--- src/rtl/vga_fb_pkg.sv ---
// +----------------------------------------------------------------------+
// | vga_fb_pkg : shared constants, opcodes and FSM states for the        |
// |              frame-buffer write engine.                              |
// | Revision   : 1.0                                                     |
// +----------------------------------------------------------------------+
`default_nettype none

package vga_fb_pkg;

  localparam int H_ACTIVE = 640;
  localparam int V_ACTIVE = 480;
  localparam int ADDR_W   = 19;

  localparam logic OP_PIXEL = 1'b0;
  localparam logic OP_FILL  = 1'b1;

  typedef enum logic [1:0] {
    IDLE    = 2'd0,
    WAIT_VS = 2'd1,
    FILL    = 2'd2
  } state_t;

  // y*640 built from two shifts so no multiplier is inferred.
  function automatic logic [ADDR_W-1:0] row_base_of(input logic [8:0] y);
    logic [ADDR_W-1:0] yw;
    yw = ADDR_W'(y);
    return (yw << 9) + (yw << 7);
  endfunction

endpackage

`default_nettype wire

--- src/rtl/fb_addr_gen.sv ---
// +----------------------------------------------------------------------+
// | fb_addr_gen : x/y walk counters and row-base register producing the  |
// |               registered write address and a last-pixel flag.        |
// | Revision    : 1.0                                                    |
// +----------------------------------------------------------------------+
`default_nettype none

module fb_addr_gen import vga_fb_pkg::*; (
  input  logic              clk,
  input  logic              rst,
  input  logic              load,
  input  logic              step,
  input  logic [9:0]        x0,
  input  logic [8:0]        y0,
  input  logic [9:0]        x1,
  input  logic [8:0]        y1,
  output logic [ADDR_W-1:0] addr,
  output logic              last
);

  logic [9:0]        x;
  logic [9:0]        x_start;
  logic [9:0]        x_end;
  logic [8:0]        y;
  logic [8:0]        y_end;
  logic [ADDR_W-1:0] row_base;
  logic [ADDR_W-1:0] next_row;
  logic [ADDR_W-1:0] load_base;
  logic              row_end;

  assign row_end   = (x == x_end);
  assign last      = row_end && (y == y_end);
  assign next_row  = row_base + ADDR_W'(H_ACTIVE);
  assign load_base = row_base_of(y0);

  always_ff @(posedge clk or posedge rst) begin
    if (rst) begin
      x        <= '0;
      x_start  <= '0;
      x_end    <= '0;
      y        <= '0;
      y_end    <= '0;
      row_base <= '0;
      addr     <= '0;
    end else if (load) begin
      x        <= x0;
      x_start  <= x0;
      x_end    <= x1;
      y        <= y0;
      y_end    <= y1;
      row_base <= load_base;
      addr     <= load_base + ADDR_W'(x0);
    end else if (step) begin
      if (row_end) begin
        // Wrap straight to the next row so there is no gap cycle.
        x        <= x_start;
        y        <= y + 9'd1;
        row_base <= next_row;
        addr     <= next_row + ADDR_W'(x_start);
      end else begin
        x        <= x + 10'd1;
        addr     <= addr + ADDR_W'(1);
      end
    end
  end

endmodule

`default_nettype wire

--- src/rtl/vga_fb_writer.sv ---
// +----------------------------------------------------------------------+
// | vga_fb_writer : pixel / rectangle-fill write engine for the 640x480  |
// |                 8-bit frame buffer. Option macro: FB_VSYNC_WAIT_EN.  |
// | Revision      : 1.0                                                  |
// +----------------------------------------------------------------------+
`default_nettype none

module vga_fb_writer import vga_fb_pkg::*; (
  input  logic              iCLK,
  input  logic              iRST,
  input  logic              iCMD_VALID,
  output logic              oCMD_READY,
  input  logic              iCMD_OP,
  input  logic [9:0]        iX0,
  input  logic [9:0]        iX1,
  input  logic [8:0]        iY0,
  input  logic [8:0]        iY1,
  input  logic [7:0]        iCOLOR,
  input  logic              iVS,
  output logic [ADDR_W-1:0] oWR_ADDR,
  output logic [7:0]        oWR_DATA,
  output logic              oWR_EN,
  output logic              oBUSY,
  output logic              oERR
);

  state_t     state;
  state_t     state_nxt;
  logic       accept;
  logic       reject;
  logic       clipped;
  logic       load;
  logic       step;
  logic       en_nxt;
  logic       busy_nxt;
  logic       err_nxt;
  logic       pix_last;
  logic       vs_fall;
  logic [9:0] x1_eff;
  logic [8:0] y1_eff;

`ifdef FB_VSYNC_WAIT_EN
  logic vs_r;
  logic vs_d;

  // Two stages: edge is seen the cycle after iVS falls, first write one later.
  always_ff @(posedge iCLK or posedge iRST) begin
    if (iRST) begin
      vs_r <= 1'b1;
      vs_d <= 1'b1;
    end else begin
      vs_r <= iVS;
      vs_d <= vs_r;
    end
  end
  assign vs_fall = vs_d & ~vs_r;
`else
  logic unused_vs;
  assign unused_vs = iVS;
  assign vs_fall   = 1'b0;
`endif

  assign accept  = iCMD_VALID && oCMD_READY;
  assign reject  = (iCMD_OP == OP_FILL) && ((iX1 < iX0) || (iY1 < iY0));
  assign clipped = (iX0 >= 10'(H_ACTIVE)) || (iY0 >= 9'(V_ACTIVE));

  always_comb begin
    x1_eff = iX0;
    y1_eff = iY0;
    if (iCMD_OP == OP_FILL) begin
      x1_eff = (iX1 > 10'(H_ACTIVE - 1)) ? 10'(H_ACTIVE - 1) : iX1;
      y1_eff = (iY1 > 9'(V_ACTIVE - 1))  ? 9'(V_ACTIVE - 1)  : iY1;
    end
  end

  always_comb begin
    state_nxt = state;
    load      = 1'b0;
    step      = 1'b0;
    en_nxt    = 1'b0;
    busy_nxt  = 1'b0;
    err_nxt   = 1'b0;
    case (state)
      IDLE: begin
        if (accept) begin
          if (reject) begin
            err_nxt = 1'b1;
          end else if (!clipped) begin
            load     = 1'b1;
            busy_nxt = 1'b1;
`ifdef FB_VSYNC_WAIT_EN
            state_nxt = WAIT_VS;
`else
            state_nxt = FILL;
            en_nxt    = 1'b1;
`endif
          end
        end
      end
      WAIT_VS: begin
        busy_nxt = 1'b1;
        if (vs_fall) begin
          state_nxt = FILL;
          en_nxt    = 1'b1;
        end
      end
      FILL: begin
        if (pix_last) begin
          state_nxt = IDLE;
        end else begin
          step     = 1'b1;
          en_nxt   = 1'b1;
          busy_nxt = 1'b1;
        end
      end
      default: state_nxt = IDLE;
    endcase
  end

  always_ff @(posedge iCLK or posedge iRST) begin
    if (iRST) begin
      state      <= IDLE;
      oCMD_READY <= 1'b0;
      oWR_EN     <= 1'b0;
      oWR_DATA   <= '0;
      oBUSY      <= 1'b0;
      oERR       <= 1'b0;
    end else begin
      state      <= state_nxt;
      oCMD_READY <= (state_nxt == IDLE);
      oWR_EN     <= en_nxt;
      oBUSY      <= busy_nxt;
      oERR       <= err_nxt;
      if (load) begin
        oWR_DATA <= iCOLOR;
      end
    end
  end

  fb_addr_gen u_addr_gen (
    .clk  (iCLK),
    .rst  (iRST),
    .load (load),
    .step (step),
    .x0   (iX0),
    .y0   (iY0),
    .x1   (x1_eff),
    .y1   (y1_eff),
    .addr (oWR_ADDR),
    .last (pix_last)
  );

endmodule

`default_nettype wire

--- config.mk ---
export PLATFORM = sky130hd
export DESIGN_NAME = vga_fb_writer
export DESIGN_NICKNAME = d
export VERILOG_FILES = /design/src/rtl/vga_fb_pkg.sv /design/src/rtl/fb_addr_gen.sv /design/src/rtl/vga_fb_writer.sv
export SDC_FILE = /design/constraint.sdc
export NUM_CORES = 1
export LEC_CHECK = 0
export BUFFER_PORTS_ARGS = -buffer_cell sky130_fd_sc_hd__clkbuf_2
export CAP_MARGIN = 25
export CORE_MARGIN = 8
export CORE_UTILIZATION = 59
export CTS_BUF_LIST = sky130_fd_sc_hd__clkbuf_8 sky130_fd_sc_hd__clkbuf_16
export DETAILED_ROUTE_END_ITERATION = 6
export GPL_TIMING_DRIVEN = 0
export PLACE_DENSITY = 0.81
export SLEW_MARGIN = 20
export SYNTH_ARGS = -nofsm -noshare
export SYNTH_HDL_FRONTEND = slang
export SYNTH_SLANG_ARGS = --single-unit
--- constraint.sdc ---
create_clock -name iCLK -period 3.25 [get_ports iCLK]
set_clock_uncertainty 0.05 [all_clocks]
set_input_delay 0.325 -clock iCLK [delete_from_list [all_inputs] [get_ports iCLK]]
set_output_delay 0.325 -clock iCLK [all_outputs]
set_load 0.02 [all_outputs]
# == Yosys cells after proc, flatten, opt, wreduce, memory -nomap -nowiden ==
# Index checks and enable logic that the tools add are counted.
# W data, S select, Z words.
# totals
mem_bits_rw,0
latch_bits,0
romBits,0
mem_count,0
output_inout_bits,31
register_bits,100
elab_cells,72
inputBits,51
# op_classes
n_div,0
add_sub_neg,7
n_reduce_logical,10
muxes,32
n_lt_le_gt_ge,6
n_bitwise,0
n_shift,0
eq_ne,4
n_mul,0
# op_table
operator,count
$mux W19,6
$mux W10,5
$mux W9,5
$add A19 B10 Y19,2
$add A18 B16 Y19,1
$add A19 B1 Y19 const B,1
$add A19 B10 Y19 const B,1
$add A10 B1 Y10 const B,1
$eq A10 B10 Y1,1
$ge A10 B10 Y1 const B,1
$gt A10 B10 Y1 const B,1
$lt A10 B10 Y1,1
$add A9 B1 Y9 const B,1
$eq A9 B9 Y1,1
$ge A9 B9 Y1 const B,1
$gt A9 B9 Y1 const B,1
$lt A9 B9 Y1,1
$mux W1,9
$mux W2,4
$pmux W2 S3,1
$logic_not A2 Y1,2
$reduce_bool A2 Y1,2
$logic_and A1 B1 Y1,3
$pmux W1 S3,1
other kinds (5),6

# == Logic depth before layout (Yosys ltp) ==
# depth
depth_word,8
ltp_mapped,11
mapped_depth_nobuf,10

# == By module ==
# Synthesis repeated with hierarchy kept, for this count alone.
# unflattened
hier_cells,793
area_unflattened_um2,6921.6
# modules_own_cells
module,instances,seq_area_each_um2,cells_each,area_each_um2
fb_addr_gen,1,1976.9,645,5703.0
vga_fb_writer,1,350.3,148,1218.7

# == Worst setup path before layout ==
# Ideal clock, no wire load.
# synth_path
path_kind,register to register
start,reg u_addr_gen.row_base[7]
end,reg u_addr_gen.addr[14]
t_required_ps,3074
path_buffers,0
setup_slack_ps,681
arrival_time_ps,2393
period_less_slack_ps,2569
path_stages_with_launch,10
setup_ps,126
path_cell_list,dfrtp_1 > ha_1 > ha_1 > a21o_1 > a21o_1 > a31oi_1 > nor3_1 > xor2_1 > a211oi_1 > a221o_1
# synth_via
elab_chain_cells,5
# synth_lines
element,line_no,source
"start, declared",fb_addr_gen.sv:26,logic [ADDR_W-1:0] row_base;
"start signal, assigned",fb_addr_gen.sv:51,row_base <= load_base;
"start signal, assigned",fb_addr_gen.sv:58,row_base <= next_row;
$add A19 B10 Y19,fb_addr_gen.sv:33,assign next_row = row_base + ADDR_W'(H_ACTIVE);
$add A19 B10 Y19,fb_addr_gen.sv:59,addr <= next_row + ADDR_W'(x_start);
$mux W19,fb_addr_gen.sv:54,if (row_end) begin
$mux W19,fb_addr_gen.sv:53,end else if (step) begin
$mux W19,fb_addr_gen.sv:45,end else if (load) begin
"end signal, assigned",fb_addr_gen.sv:52,addr <= load_base + ADDR_W'(x0);
"end signal, assigned",fb_addr_gen.sv:59,
"end signal, assigned",fb_addr_gen.sv:62,addr <= addr + ADDR_W'(1);
"end, declared",fb_addr_gen.sv:17,"output logic [ADDR_W-1:0] addr,"
# No other way between the ends. The select of a mux whose other input is x is not followed.
# A chain may end at the register's enable or synchronous reset.

# == Worst setup path after layout ==
# Same ends and word-level chain as after synthesis.

==> flow_metrics.py <==
metrics = {
    "sta": {
        "relSlewSlack": 0.383,
        "min_period_ps": 2940,
        "tns_ps": 0,
        "slew_violations": 0,
        "finalCritPeriodShare": 0.904,
        "tightestPinTransition_ps": 926,
        "hold_violations": 0,
        "setup_viol": 0,
        "max_freq_ghz": 0.341,
        "hold_ws_ps": 136,
        "rsz0062_at_grt": "no",
    },
    "synth": {
        "yosys-top-cells-area": "dfrtp_1 35%, ha_1 6.6%, nand2_1 5.2%",
        "synth-edff-count": 0,
        "synthTopCellsByCount": "93 x dfrtp_1, 91 x nand2_1, 57 x o21ai_0, 45 x inv_1, 41 x nor2_1",
        "syn_inst": 749,
        "synth_most_common_cell": "dfrtp_1",
        "synth_largest_area_cell": "dfrtp_1",
        "ys_ff_latch": 93,
        "synth_top_area_share": 0.353,
        "ys_types": 68,
        "syn_area_per_cell_um2": 8.80,
        "synth_ff_type": "dfrtp_1",
        "syn_area_mm2": 0.00659,
        "synth-async-reset-ratio": 1.00,
        "synth_nets": 837,
        "ys_warn_count": 0,
        "seq_area_frac_synth": 0.353,
    },
    "detailed_routing": {
        "dr.pass1.iters": 7,
        "drc": 24,
        "ant_nets": 0,
        "drt_iter0_drc": 809,
        "vias": 6379,
        "wl_um": 20000,
        "wl_per_cell_um": 20.3,
        "via_per_inst": 6.47,
    },
    "power": {
        "power_frac_seq": 0.362,
        "p_sw_mw": 2.84,
        "power.density_mw_per_mm2": 832,
        "p_leak_nw": 3.38,
        "p_sw_frac": 0.460,
        "intPower_mw": 3.34,
        "pwr-share-clk": 0.143,
        "ir_drop_mv": 0.471,
        "pwr-share-comb": 0.495,
    },
    "job": {
        "drv_cap": 0,
    },
    "layout": {
        "drive_gt1_frac": 0.165,
        "synthToLayoutAreaGrowth_pct": 12.7,
        "n_antenna_cell": 0,
        "fillers": 910,
        "final_cells": 986,
        "fin_nets": 930,
        "utilization": 0.682,
    },
    "global_routing": {
        "antenna_found_initial": 0,
        "grt_pass1_vias": 6289,
        "grtUsageTotal": 0.273,
        "grt_pass1_wl_um": 32200,
        "overflow": 0,
        "grt_max_degree": 65,
    },
    "worst_setup_path": {
        "worstSetupPathType": "reg2reg",
        "startpoint_type": "register",
        "arrival_ps": 3140,
        "cpPeakStageDelay_ps": 460,
        "crit_family": "compound AO/OA/AOI/OAI gates",
        "path_buf_inv": 0,
        "worstPathMaxFanout": 7,
        "cp_slowest_cell": "dfrtp_1",
        "cp_cell_sequence": "ha_1 > ha_1 > a21o_1 > a21o_1 > a31oi_1 > nor3_1 > xor2_1 > a211oi_1 > a221o_1",
        "critPathCaptureType": "register",
        "worstPathRequired_ps": 3450,
    },
    "floorplan": {
        "core_mm2": 0.0109,
        "rows": 38,
        "io_pins": 82,
        "die_width_um": 122,
        "die-area_mm2": 0.0148,
        "die_h_um": 122,
        "start_util": 0.605,
    },
    "placement": {
        "portBuffers": 80,
        "dp_hpwl_um": 15200,
        "dpl.cell_count": 970,
        "place_congestion": 0.956,
    },
    "clocking": {
        "clock-sinks": 93,
        "clockBufferDepth": 2,
        "cts_setup_buffers": 0,
        "root_buffer": "clkbuf_8",
        "tritoncts": "done",
        "clock_latency_ps": 370,
        "cts_buffers": 9,
        "cts_max_level": 3,
        "cts.clk_slew.worst_paths_ps": 100,
    },
    "run_status": {
        "violations": "DRC",
        "status": "complete, but fails checks",
    },
    "worst_hold_path": {
        "hold_class": "in2reg",
    },
}
-- path summary, 6_finish.rpt --
kind / start / end / slack [ps] / cells past startpoint
hold reg to reg: u_addr_gen.y_end[5] / u_addr_gen.y_end[5] / 460 / 2
setup / recovery: u_addr_gen.row_base[7] / u_addr_gen.addr[14] / 310 / 9
min in group asynchronous: iRST / u_addr_gen.y_end[4] / 420 / 3
max in group asynchronous: iRST / u_addr_gen.addr[10] / 2110 / 4
hold / removal: iCOLOR[3] / oWR_DATA[3] / 140 / 2
setup reg to reg: u_addr_gen.row_base[7] / u_addr_gen.addr[14] / 310 / 9
-- per-layer routing --
metal,GRT usage,vias to the layer above,part of all wire
met3,0.0639,59,0.096
met2,0.450,408,0.47
met1,0.341,3014,0.41
met4,0.104,0,0.024
li1,-,2898,-
met5,0,-,0
-- area by class of cell --
cell class / instances / area [um2] / area share
buffer: 38 / 175 / 0.0236
clock buffer: 9 / 124 / 0.0167
clock inverter: 6 / 96.3 / 0.0130
inverter: 46 / 178 / 0.0239
multi-input combinational: 572 / 3910 / 0.527
sequential: 93 / 2330 / 0.313
tap: 140 / 175 / 0.0236
timing repair buffer: 82 / 438 / 0.0590
-- per-stage QoR --
step                      total power, mW  cell area, um2  setup WS (ps)
after global routing                 6.57            7430            185
after floorplan                      4.34            6590            455
after global placement               5.13            7160           -642
final                                6.18            7430            313
after CTS                            6.12            7430            343
after detailed placement             5.23            7200            188
-- power groups by stage --
| stage | logic (mW) | clock network, mW | registers [mW] |
|---|---|---|---|
| after floorplan | 2.02 | 0 | 2.32 |
| after global placement | 2.91 | 0 | 2.22 |
| after detailed placement | 2.99 | 0 | 2.24 |
| after CTS | 3.01 | 0.883 | 2.22 |
| after global routing | 3.33 | 0.938 | 2.30 |
| final | 3.06 | 0.885 | 2.24 |
-- cell families (layout without fill, tap and decap cells) --
logic type                 Yosys count  count (layout)  share of synthesized area
and+or+nand+nor                    241             241                      0.187
buffers and inverters               84             181                     0.0528
DFF                                 93              93                      0.353
xor gates and xnor gates            73              73                     0.0971
AOI/OAI and AO/OA                  199             199                      0.204
adders and majority gates           37              37                     0.0726
muxes                               21              21                     0.0336
other                                1               1                   0.000569
-- worst register-to-register path, cell delays in order (launching register included) --
cell and delay (ps):
dfrtp_1 460, ha_1 340, ha_1 330, a21o_1 230
a21o_1 230, a31oi_1 450, nor3_1 170, xor2_1 200
a211oi_1 90, a221o_1 270
-- layout by cell type, fill, tap and decap left out, drive strengths merged, types with 9 or more instances in the layout --
| cell type | n |
|---|---|
| ha | 35 |
| nand3 | 25 |
| a21o | 11 |
| xor2 | 35 |
| nand2 | 91 |
| nor2 | 43 |
| a22oi | 12 |
| nor4 | 13 |
| xnor2 | 38 |
| nand4 | 14 |
| buf | 21 |
| o21ai | 61 |
| dfrtp | 93 |
| nor3 | 20 |
| a21oi | 27 |
| a221o | 17 |
| mux2 | 9 |
| clkbuf | 107 |
| o221ai | 12 |
| mux2i | 12 |
| inv | 48 |
| o22ai | 16 |
-- timing repair --
action,in CTS,in global routing
resized for setup,0,0
hold buffers,1,0
endpoints found under the hold margin,29,0
-- state kept, by name, indices dropped and copies added, names as in the netlist --
register	flops
u_addr_gen.addr	19
u_addr_gen.row_base	12
u_addr_gen.y	9
oBUSY	1
oERR	1
oWR_DATA	8
state	2
u_addr_gen.x	10
u_addr_gen.x_start	10
u_addr_gen.y_end	9
u_addr_gen.x_end	10
oWR_EN	1
oCMD_READY	1
Power figures use the tool's default switching activity.
